## src/rtl/operand_fetch_unit.sv

```systemverilog
// ============================================================================
// operand_fetch_unit: register-file read client with write-back forwarding,
// pending-write scoreboard, RAW/WAW stall and a registered execute bundle.
// Revision 1.0
// ============================================================================
`default_nettype none

module operand_fetch_unit #(
  parameter int DATA_W   = 4,
  parameter int ADDR_W   = 3,
  parameter int NUM_REGS = 8
) (
  input  logic                clk,
  input  logic                reset,
  input  logic                in_valid,
  output logic                in_ready,
  input  logic [ADDR_W-1:0]   in_rs1,
  input  logic [ADDR_W-1:0]   in_rs2,
  input  logic [ADDR_W-1:0]   in_rd,
  input  logic                in_rd_en,
  output logic [ADDR_W-1:0]   rf_read_addr1,
  output logic [ADDR_W-1:0]   rf_read_addr2,
  input  logic [DATA_W-1:0]   rf_read_data1,
  input  logic [DATA_W-1:0]   rf_read_data2,
  input  logic                wb_valid,
  input  logic [ADDR_W-1:0]   wb_addr,
  input  logic [DATA_W-1:0]   wb_data,
  output logic                out_valid,
  input  logic                out_ready,
  output logic [DATA_W-1:0]   out_op1,
  output logic [DATA_W-1:0]   out_op2,
  output logic [ADDR_W-1:0]   out_rd,
  output logic                out_rd_en,
  output logic [NUM_REGS-1:0] busy_mask
);

  logic                out_valid_q, out_valid_d;
  logic [DATA_W-1:0]   out_op1_q, out_op1_d;
  logic [DATA_W-1:0]   out_op2_q, out_op2_d;
  logic [ADDR_W-1:0]   out_rd_q, out_rd_d;
  logic                out_rd_en_q, out_rd_en_d;
  logic [NUM_REGS-1:0] busy_mask_q, busy_mask_d;
  logic                hazard;
  logic                accept;

  function automatic logic wb_hit(input logic [ADDR_W-1:0] x);
    return wb_valid && (wb_addr == x) && (x != '0);
  endfunction

  // A same-cycle write-back releases the pending bit it targets.
  function automatic logic busy(input logic [ADDR_W-1:0] x);
    return busy_mask_q[x] && !wb_hit(x);
  endfunction

  function automatic logic [DATA_W-1:0] operand(input logic [ADDR_W-1:0] x,
                                                input logic [DATA_W-1:0] rf);
    if (x == '0)     return '0;
    else if (wb_hit(x)) return wb_data;
    else             return rf;
  endfunction

  assign rf_read_addr1 = in_rs1;
  assign rf_read_addr2 = in_rs2;

  assign hazard = ((in_rs1 != '0) && busy(in_rs1)) ||
                  ((in_rs2 != '0) && busy(in_rs2)) ||
                  (in_rd_en && (in_rd != '0) && busy(in_rd));

  assign in_ready = !reset && !hazard && (!out_valid_q || out_ready);
  assign accept   = in_valid && in_ready;

  always_comb begin
    out_valid_d = out_valid_q;
    out_op1_d   = out_op1_q;
    out_op2_d   = out_op2_q;
    out_rd_d    = out_rd_q;
    out_rd_en_d = out_rd_en_q;
    busy_mask_d = busy_mask_q;

    if (accept) begin
      out_valid_d = 1'b1;
      out_op1_d   = operand(in_rs1, rf_read_data1);
      out_op2_d   = operand(in_rs2, rf_read_data2);
      out_rd_d    = in_rd;
      out_rd_en_d = in_rd_en;
    end else if (out_ready) begin
      out_valid_d = 1'b0;
    end

    // Clear first so a same-register set in this cycle wins.
    if (wb_valid && (wb_addr != '0)) busy_mask_d[wb_addr] = 1'b0;
    if (accept && in_rd_en && (in_rd != '0)) busy_mask_d[in_rd] = 1'b1;
    busy_mask_d[0] = 1'b0;
  end

  always_ff @(posedge clk or posedge reset) begin
    if (reset) begin
      out_valid_q <= 1'b0;
      out_op1_q   <= '0;
      out_op2_q   <= '0;
      out_rd_q    <= '0;
      out_rd_en_q <= 1'b0;
      busy_mask_q <= '0;
    end else begin
      out_valid_q <= out_valid_d;
      out_op1_q   <= out_op1_d;
      out_op2_q   <= out_op2_d;
      out_rd_q    <= out_rd_d;
      out_rd_en_q <= out_rd_en_d;
      busy_mask_q <= busy_mask_d;
    end
  end

  assign out_valid = out_valid_q;
  assign out_op1   = out_op1_q;
  assign out_op2   = out_op2_q;
  assign out_rd    = out_rd_q;
  assign out_rd_en = out_rd_en_q;
  assign busy_mask = busy_mask_q;

endmodule

`default_nettype wire

```

## config.mk

```make
export PLATFORM = sky130hd
export DESIGN_NAME = operand_fetch_unit
export DESIGN_NICKNAME = d
export VERILOG_FILES = /design/src/rtl/operand_fetch_unit.sv
export SDC_FILE = /design/constraint.sdc
export NUM_CORES = 1
export LEC_CHECK = 0
export CORE_MARGIN = 2
export CORE_UTILIZATION = 40
export CTS_CLUSTER_SIZE = 8
export DETAILED_ROUTE_END_ITERATION = 6
export PLACE_DENSITY = 0.75
export SLEW_MARGIN = 20
export SYNTH_ARGS = -nofsm -noshare
export SYNTH_HDL_FRONTEND = slang
export SYNTH_SLANG_ARGS = --single-unit
```

## constraint.sdc

```tcl
create_clock -name clk -period 3 [get_ports clk]
set_clock_uncertainty 0.05 [all_clocks]
set_input_delay 0.3 -clock clk [delete_from_list [all_inputs] [get_ports clk]]
set_output_delay 0.3 -clock clk [all_outputs]
set_load 0.01 [all_outputs]
```

==> impl_metrics.env, run 1 <==
export IMPL_first_iter_violations=57
export IMPL_n_fill_cell=292
export IMPL_p_sw_uw=292.6
export IMPL_grt_ovfl_total=0
export IMPL_crit_family="buffers and inverters"
export IMPL_min_period_ns=2.473
export IMPL_grt_total_usage_pct=20.01
export IMPL_ir_drop_mv=0.2574
export IMPL_die_area_mm2=0.004140
export IMPL_cp_required_ns=2.65
export IMPL_cp_data_arrival_time_ns=2.12
export IMPL_hold_class="in2async"
export IMPL_drv_slew=0
export IMPL_postSynthNetCount=176
export IMPL_dr_pass1_iters=4
export IMPL_synth_cells=146
export IMPL_synth_most_common_cell="dfrtp_1"
export IMPL_clk_path_buf_depth=2
export IMPL_grt_first_pass_wirelength_mm=6.403
export IMPL_ioPinCount=58
export IMPL_tns_ns=0
export IMPL_crit_path_max_fanout=5
export IMPL_cp_end_kind="output port"
export IMPL_dr_total_vias=1345
export IMPL_place_inst=245
export IMPL_final_nets=234
export IMPL_die_y_um=64.34
export IMPL_yosys_area_top_type="dfrtp_1"
export IMPL_final_area_mm2=0.002107
export IMPL_path_cells="clkdlybuf4s50_1, mux2_2, a221oi_1, a211o_1, nand2_1, a311oi_1, dlymetal6s2s_1"
export IMPL_worstSetupPathType="in2out"
export IMPL_fmax_ghz=0.4044
export IMPL_clock_sinks=20
export IMPL_cts_buffers_inserted=3
export IMPL_pwr_share_comb_pct=43.5
export IMPL_routed_wl_mm=3.947
export IMPL_tritoncts="done"
export IMPL_grt_start_max_net_pins=17
export IMPL_synth_top_cells_by_count="dfrtp_1, o21ai_0, nand3_1, mux2_2, nand2_1"
export IMPL_synth_seq_cells=20
export IMPL_fin_crit_sh_pct=82.42
export IMPL_setup_viol_count_final=0
export IMPL_slowest_delay_ns=0.57
export IMPL_diodes=0
export IMPL_path_buf_inv=2
export IMPL_synth_top_area_share_pct=34.36
export IMPL_die_x_um=64.34
export IMPL_synth_area_top_cells="dfrtp_1, mux2_2, o21ai_0"
export IMPL_cts_setup_buffers=0
export IMPL_synthFlopType="dfrtp_1"
export IMPL_sequentialPowerShare_pct=39.5
export IMPL_place_gp_congestion=0.8253
export IMPL_postCtsHoldBufs=0
export IMPL_cts_max_level=1
export IMPL_setup_ws_ns=0.5274
export IMPL_p_clk_share_pct=17.0
export IMPL_placed_cell_area_mm2=0.002067
export IMPL_initial_core_util_pct=42.64
export IMPL_dpl_worst_slack_ns=0.1306
export IMPL_seq_area_frac_synth_pct=34.36
export IMPL_p_per_area_mw_per_mm2=452.7
export IMPL_total_power_uw=953.8
export IMPL_fin_cells=249
export IMPL_drtAntennaViolNets=0
export IMPL_first_global_vias=1368
export IMPL_insertion_delay_ns=0.31
export IMPL_ys_types=42
export IMPL_max_slew_worst_pin_slew_ns=0.6173
export IMPL_cp_start_kind="primary input"
export IMPL_clkTransAtPathRegs_ns=0.11
export IMPL_syn_avg_cell_area_um2=9.975
export IMPL_leakagePower_uw=0.0008745
export IMPL_slew_headroom_pct=58.53
export IMPL_rsz0062_at_grt="false"
export IMPL_syn_area_mm2=0.001456
export IMPL_synthToLayoutAreaGrowth_pct=44.67
export IMPL_dp_hpwl_mm=3.086
export IMPL_synth_edf_count=0
export IMPL_coreArea_mm2=0.003416
export IMPL_async_flop_share_pct=100.0
export IMPL_num_rows=21
export IMPL_drc_errors=0
export IMPL_drive_above_1_share_pct=17.73
export IMPL_post_drt_wl_per_cell_um=15.85
export IMPL_via_per_inst=5.402
export IMPL_status="finished, final reports clean"
export IMPL_finalHoldViolCount=0
export IMPL_maxCapViolations=0
export IMPL_grt_antenna_before_repair=0
export IMPL_io_buffer_count=56
export IMPL_yosys_warnings=0
export IMPL_clock_root_buffer="clkbuf_4"
export IMPL_power_internal_uw=661.1
export IMPL_switching_share_pct=30.68
export IMPL_cpMaxStageDelayCell="clkdlybuf4s50_1"
==> layout by cell type, fill, tap and decap left out, drive strengths merged, types with 2 or more instances in the layout <==
| cell type | count |
|---|---|
| clkdlybuf4s50 | 55 |
| dfrtp | 20 |
| o21ai | 16 |
| mux2 | 15 |
| buf | 11 |
| nand3 | 11 |
| nand2 | 8 |
| nand2b | 7 |
| xnor2 | 7 |
| nand4 | 4 |
| a21boi | 4 |
| a21oi | 4 |
| o31ai | 4 |
| clkbuf | 4 |
| inv | 3 |
| mux2i | 3 |
| nor2b | 2 |
| nand3b | 2 |
| a311oi | 2 |
| or3 | 2 |
| o41ai | 2 |
==> tightest hold or removal path, delay by kind of cell <==
kind / cells / cell delay (ns)
buf+inv: 3 / 0.68
==> state kept, by name (all words and copies together) (netlist names) <==
register	cells
busy_mask	7
out_op1	4
out_op2	4
out_rd	3
out_rd_en	1
out_valid	1
==> power groups by stage <==
stage / clock [uW] / combinational [uW] / sequential, uW
after floorplan: 0 / 171 / 403
after global placement: 0 / 411 / 380
after detailed placement: 0 / 416 / 381
after CTS: 166 / 419 / 376
after global routing: 181 / 447 / 385
final: 162 / 415 / 377
==> per-stage QoR <==
step / utilization (%) / hold slack (ns)
final: 61.69 / 0.2681
after global routing: 61.69 / 0.2948
after CTS: 61.58 / 0.2764
after detailed placement: 60.51 / 0.4334
after global placement: 60.51 / 0.4262
after floorplan: - / 0.2303
==> cell type report <==
class	instances	area (um^2)	share of cell area [%]
multi-input cells	109	855.8	40.62
flip-flops and latches	20	500.5	23.75
inverters	3	11.26	0.5344
repair buffers	67	645.6	30.64
well taps	46	57.56	2.732
clock buffers	4	36.28	1.722
==> cell families after synthesis <==
logic type | synth area share [%]
XOR/XNOR | 4.811
multiplexers | 16.49
AO/OA/AOI/OAI | 21.74
buffers and inverters | 6.958
AND/OR/NAND/NOR | 15.38
flip-flops | 34.36
other | 0.2575
==> final timing paths <==
check,from,endpoint,slack (ns),depth (start not counted)
max,in_rs2[0],in_ready,0.53,7
max in group asynchronous,reset,busy_mask[5],2.48,3
min in group clk,out_rd[0],out_rd[0],0.45,1
min,reset,out_op1[3],0.27,3
max reg2reg,busy_mask[3],out_op1[3],0.80,5
min reg2reg,out_rd[0],out_rd[0],0.45,1
==> per-layer routing <==
metal | up-vias | track usage, % | wire length, um
li1 | 654 | - | -
met1 | 640 | 27.73 | 1838
met2 | 46 | 32.16 | 1894
met3 | 5 | 2.465 | 168
met4 | 0 | 6.915 | 45
met5 | - | 0 | 0
==> what timing repair did <==
action	4_1_cts	5_1_grt
endpoints found under the hold margin	0	0
setup endpoints to repair	0	1
resized for setup	0	2
Power figures use the tool's default switching activity.
==> run 2: changes to the inputs <==
CORE_UTILIZATION = 39   (was 40)
PLACE_DENSITY = 0.76   (was 0.75)
clock period = 2.15 ns   (was 3 ns; I/O delays follow)
==> run 2 against run 1 <==
Compared with the run above: first-iteration DRC count increased by 79%; register-to-register slack lost 0.79 ns; setup slack worse by 0.52 ns; flip-flop and latch count unchanged; die area grew 2.4%; clock-buffer cell count is the same; power rose by 55%; critical path depth stayed put; final cell count grew 13%; critical endpoint is now out_rd[2]; largest cell class is now non-clock buffers.
==> impl_metrics.env, run 2 (synthesis results as in run 1) <==
export IMPL_clk_path_buf_depth=2
export IMPL_clock_root_buffer="clkbuf_8"
export IMPL_rsz0062_at_grt="true"
export IMPL_largest_reg_flops=7
export IMPL_synthToLayoutAreaGrowth_pct=66.67
export IMPL_place_gp_congestion=0.8445
export IMPL_hold_slack_ns=0.2395
export IMPL_initial_core_util_pct=40.08
export IMPL_slowest_delay_ns=0.42
export IMPL_post_drt_wl_per_cell_um=16.81
export IMPL_cp_common_cell="mux2_4"
export IMPL_io_buffer_count=56
export IMPL_grt_total_usage_pct=22.42
export IMPL_dp_hpwl_mm=3.625
export IMPL_status="finished, final reports clean"
export IMPL_cp_start_kind="flip-flop"
export IMPL_coreArea_mm2=0.003633
export IMPL_final_util_pct=66.80
export IMPL_grt_antenna_before_repair=0
export IMPL_dr_pass1_iters=4
export IMPL_die_area_mm2=0.004239
export IMPL_drc_errors=0
export IMPL_final_nets=264
export IMPL_num_rows=22
export IMPL_p_per_area_mw_per_mm2=609.6
export IMPL_finalHoldViolCount=0
export IMPL_crit_path_max_fanout=8
export IMPL_die_x_um=65.11
export IMPL_min_period_ns=2.144
export IMPL_cts_max_level=1
export IMPL_via_per_inst=5.299
export IMPL_ioPinCount=58
export IMPL_grt_ovfl_total=0
export IMPL_grt_start_max_net_pins=17
export IMPL_path_cells="mux2_4, a221o_1, buf_6, a31oi_4, nand3_4, buf_12, mux2_4"
export IMPL_fmax_ghz=0.4665
export IMPL_worstSetupPathType="reg2reg"
export IMPL_final_cell_mix="clkdlybuf4s50_1, buf_4, dfrtp_1"
export IMPL_cp_required_ns=2.24
export IMPL_drv_slew=0
export IMPL_drtAntennaViolNets=0
export IMPL_drive_above_1_share_pct=31.33
export IMPL_ir_drop_mv=0.5433
export IMPL_fin_crit_sh_pct=99.70
export IMPL_diodes=0
export IMPL_setup_viol_count_final=0
export IMPL_die_y_um=65.11
export IMPL_tritoncts="done"
export IMPL_total_power_uw=1480
export IMPL_cp_data_arrival_time_ns=2.23
export IMPL_maxCapViolations=0
export IMPL_cts_buffers_inserted=3
export IMPL_tns_ns=0
export IMPL_clkTransAtPathRegs_ns=0.07
export IMPL_first_global_vias=1543
export IMPL_cp_end_kind="flip-flop"
export IMPL_routed_wl_mm=4.725
export IMPL_clock_sinks=20
export IMPL_cpMaxStageDelayCell="dfrtp_1"
export IMPL_final_common_cell="clkdlybuf4s50_1"
export IMPL_first_iter_violations=102
export IMPL_insertion_delay_ns=0.26
export IMPL_grt_first_pass_wirelength_mm=7.307
export IMPL_hold_class="in2async"
export IMPL_dr_total_vias=1489
export IMPL_leakagePower_uw=0.001097
## run 2: final cells by class
| type | instances | area, um^2 |
|---|---|---|
| clock buffers | 4 | 55.05 |
| fillers | 310 | 1206 |
| inverters | 3 | 11.26 |
| multi-input cells | 109 | 897.1 |
| flip-flops and latches | 20 | 500.5 |
| well taps | 48 | 60.06 |
| repair buffers | 97 | 903.4 |
## run 2: power breakdown
| part | leakage (uW) | switching (uW) | internal (uW) |
|---|---|---|---|
| sequential | 0.000254 | 56.3 | 464 |
| combinational | 0.000814 | 261 | 413 |
| clock | 0.0000288 | 123 | 163 |
## run 2: path summary, 6_finish.rpt
kind,depth (start not counted),endpoint,slack [ns],start
max in group asynchronous,3,out_op1[2],1.63,reset
min,3,busy_mask[5],0.24,reset
min reg2reg,1,out_rd[0],0.45,out_rd[0]
max reg2reg,7,out_rd[2],0.006,busy_mask[2]
min in group clk,1,out_rd[0],0.45,out_rd[0]
max,7,out_rd[2],0.006,busy_mask[2]
## run 2: per-layer routing
layer / up-vias / share of wire, % / global-route usage, %
met3: 2 / 5.1 / 1.541
li1: 709 / - / -
met5: - / 0 / 0
met1: 723 / 45 / 31.62
met4: 0 / 0.66 / 6.771
met2: 55 / 49 / 37.11
## run 2: metrics by stage
step           instances  setup slack [ns]  cell area [um^2]
2_1_floorplan        146           0.09126              1456
3_3_place_gp         273           -0.5198              2265
3_5_place_dp         273           -0.5737              2265
4_1_cts              278          0.004763              2357
5_1_grt              281          -0.02789              2427
6_report             281          0.006458              2427
## run 2: critical path, delay by kind of cell, from the launching register on
kind / cells / cell delay (ns)
flops: 1 / 0.42
mux: 2 / 0.58
compound gates: 2 / 0.55
simple gates: 1 / 0.13
buf+inv: 2 / 0.30
## run 2: repair_timing
item | in CTS | in global routing
hold buffers | 0 | 0
setup buffers | 1 | 2
pin swaps | 5 | 6
resized for setup | 15 | 8
hold endpoints to repair | 0 | 0
gates cloned | 0 | 1
endpoints found under the setup margin | 19 | 18
==> run 3: changes to the inputs <==
RECOVER_POWER = 100   (was unset)
==> run 3 against run 2 <==
Compared with the run above: global-route usage unchanged; via count increased by 0.54%; core utilization decreased by 0.10 points; flip-flop and latch count is the same; first-iteration DRC count is 3.9% higher.
==> impl_metrics.env, run 3 (synthesis results as in run 1) <==
export IMPL_total_power_uw=1453
export IMPL_n_fill_cell=312
export IMPL_maxCapViolations=0
export IMPL_grt_start_max_net_pins=17
export IMPL_min_period_ns=2.141
export IMPL_p_per_area_mw_per_mm2=599.6
export IMPL_finalHoldViolCount=0
export IMPL_via_per_inst=5.327
export IMPL_dpl_worst_slack_ns=-0.5737
export IMPL_synthToLayoutAreaGrowth_pct=66.41
export IMPL_clkTransAtPathRegs_ns=0.07
export IMPL_die_area_mm2=0.004239
export IMPL_max_slew_worst_pin_slew_ns=0.4940
export IMPL_r2r_slack_ns=0.009
export IMPL_final_cell_mix="buf_4, clkdlybuf4s50_1, dfrtp_1"
export IMPL_grt_ovfl_total=0
export IMPL_place_gp_congestion=0.8445
export IMPL_fmax_ghz=0.4671
export IMPL_insertion_delay_ns=0.25
export IMPL_hold_slack_ns=0.3762
export IMPL_coreArea_mm2=0.003633
export IMPL_slowest_delay_ns=0.42
export IMPL_hold_class="in2async"
export IMPL_cp_common_cell="mux2_4"
export IMPL_leakagePower_uw=0.001124
export IMPL_ir_drop_mv=0.5386
export IMPL_final_common_cell="buf_4"
export IMPL_cp_end_kind="flip-flop"
export IMPL_cp_required_ns=2.24
export IMPL_drc_errors=0
export IMPL_io_buffer_count=56
export IMPL_cts_max_level=1
export IMPL_tns_ns=0
export IMPL_routed_wl_mm=4.690
export IMPL_crit_family="multiplexers"
export IMPL_drive_above_1_share_pct=30.90
export IMPL_cp_data_arrival_time_ns=2.23
export IMPL_slew_headroom_pct=66.79
export IMPL_rsz0062_at_grt="true"
export IMPL_first_global_vias=1543
export IMPL_setup_ws_ns=0.008939
export IMPL_first_iter_violations=106
export IMPL_grt_antenna_before_repair=0
export IMPL_clk_path_buf_depth=2
export IMPL_fin_crit_sh_pct=99.58
export IMPL_die_y_um=65.11
export IMPL_num_rows=22
export IMPL_tritoncts="done"
export IMPL_final_nets=264
export IMPL_initial_core_util_pct=40.08
export IMPL_largest_reg_flops=7
export IMPL_drv_slew=0
export IMPL_crit_path_max_fanout=8
export IMPL_cpMaxStageDelayCell="dfrtp_1"
export IMPL_path_cells="mux2_4, a221o_1, buf_6, a31oi_4, nand3_4, buf_12, mux2_4"
export IMPL_cp_start_kind="flip-flop"
export IMPL_ioPinCount=58
export IMPL_clock_root_buffer="clkbuf_8"
export IMPL_dr_pass1_iters=4
export IMPL_worstSetupPathType="reg2reg"
export IMPL_placed_cell_area_mm2=0.002265
export IMPL_grt_first_pass_wirelength_mm=7.307
export IMPL_setup_viol_count_final=0
export IMPL_post_drt_wl_per_cell_um=16.69
export IMPL_status="finished, final reports clean"
export IMPL_drtAntennaViolNets=0
export IMPL_dp_hpwl_mm=3.625
export IMPL_dr_total_vias=1497
export IMPL_diodes=0
export IMPL_cts_buffers_inserted=3
export IMPL_grt_total_usage_pct=22.42
export IMPL_final_area_mm2=0.002424
export IMPL_die_x_um=65.11
export IMPL_clock_sinks=20
export IMPL_path_buf_inv=2
-- run 3: cell count changes in the layout (fill, tap and decap cells not counted), sizes merged --
cell           before  now
clkdlybuf4s50      45   28
clkbuf              5    6
buf                41   40
dlygate4sd3         0   17
-- run 3: repair_timing --
action,CTS,global route
hold buffers,0,0
resized for setup,15,8
setup endpoints to repair,19,18
pin swaps,5,6
buffers inserted,1,2
gates cloned,0,1
-- run 3: final cells by class --
class	count	area, um^2	share of cell area, %
timing repair buffer	97	899.6	37.12
multi-input combinational	109	897.1	37.02
sequential	20	500.5	20.65
tap	48	60.06	2.478
clock buffer	4	55.05	2.272
inverter	3	11.26	0.4646
-- run 3: final timing paths --
kind,start,end,depth (start not counted)
hold / removal,reset,busy_mask[5],3
setup / recovery,busy_mask[2],out_rd[2],7
setup reg to reg,busy_mask[2],out_rd[2],7
min in group clk,out_rd[0],out_rd[0],1
hold reg to reg,out_rd[0],out_rd[0],1
max in group asynchronous,reset,out_op1[2],3
-- run 3: per-layer routing --
metal | wire length, um | part of all wire (%) | vias up | GRT usage, %
met5 | 0 | 0 | - | 0
met4 | 31 | 0.66 | 0 | 6.771
met3 | 205 | 4.4 | 2 | 1.541
met2 | 2287 | 49 | 54 | 37.11
met1 | 2166 | 46 | 732 | 31.62
li1 | - | - | 709 | -
-- run 3: stage by stage --
stage                     instances  util [%]
after floorplan                 146         -
after global placement          273     62.33
after detailed placement        273     62.33
after CTS                       278     64.88
after global routing            281     66.70
final                           281     66.70
-- run 3: worst reg2reg max path: stages (launching register included) --
cell and delay (ns):
dfrtp_1 0.42, mux2_4 0.28, a221o_1 0.39, buf_6 0.13, a31oi_4 0.16, nand3_4 0.13, buf_12 0.17, mux2_4 0.30
-- run 3: report_power, final --
| part | internal (uW) | total (uW) | leakage, uW | switching (uW) |
|---|---|---|---|---|
| Clock | 163 | 285 | 0.0000288 | 123 |
| Combinational | 389 | 649 | 0.000841 | 260 |
| Sequential | 464 | 518 | 0.000254 | 54.2 |
| Total | 1020 | 1450 | 0.00112 | 437 |
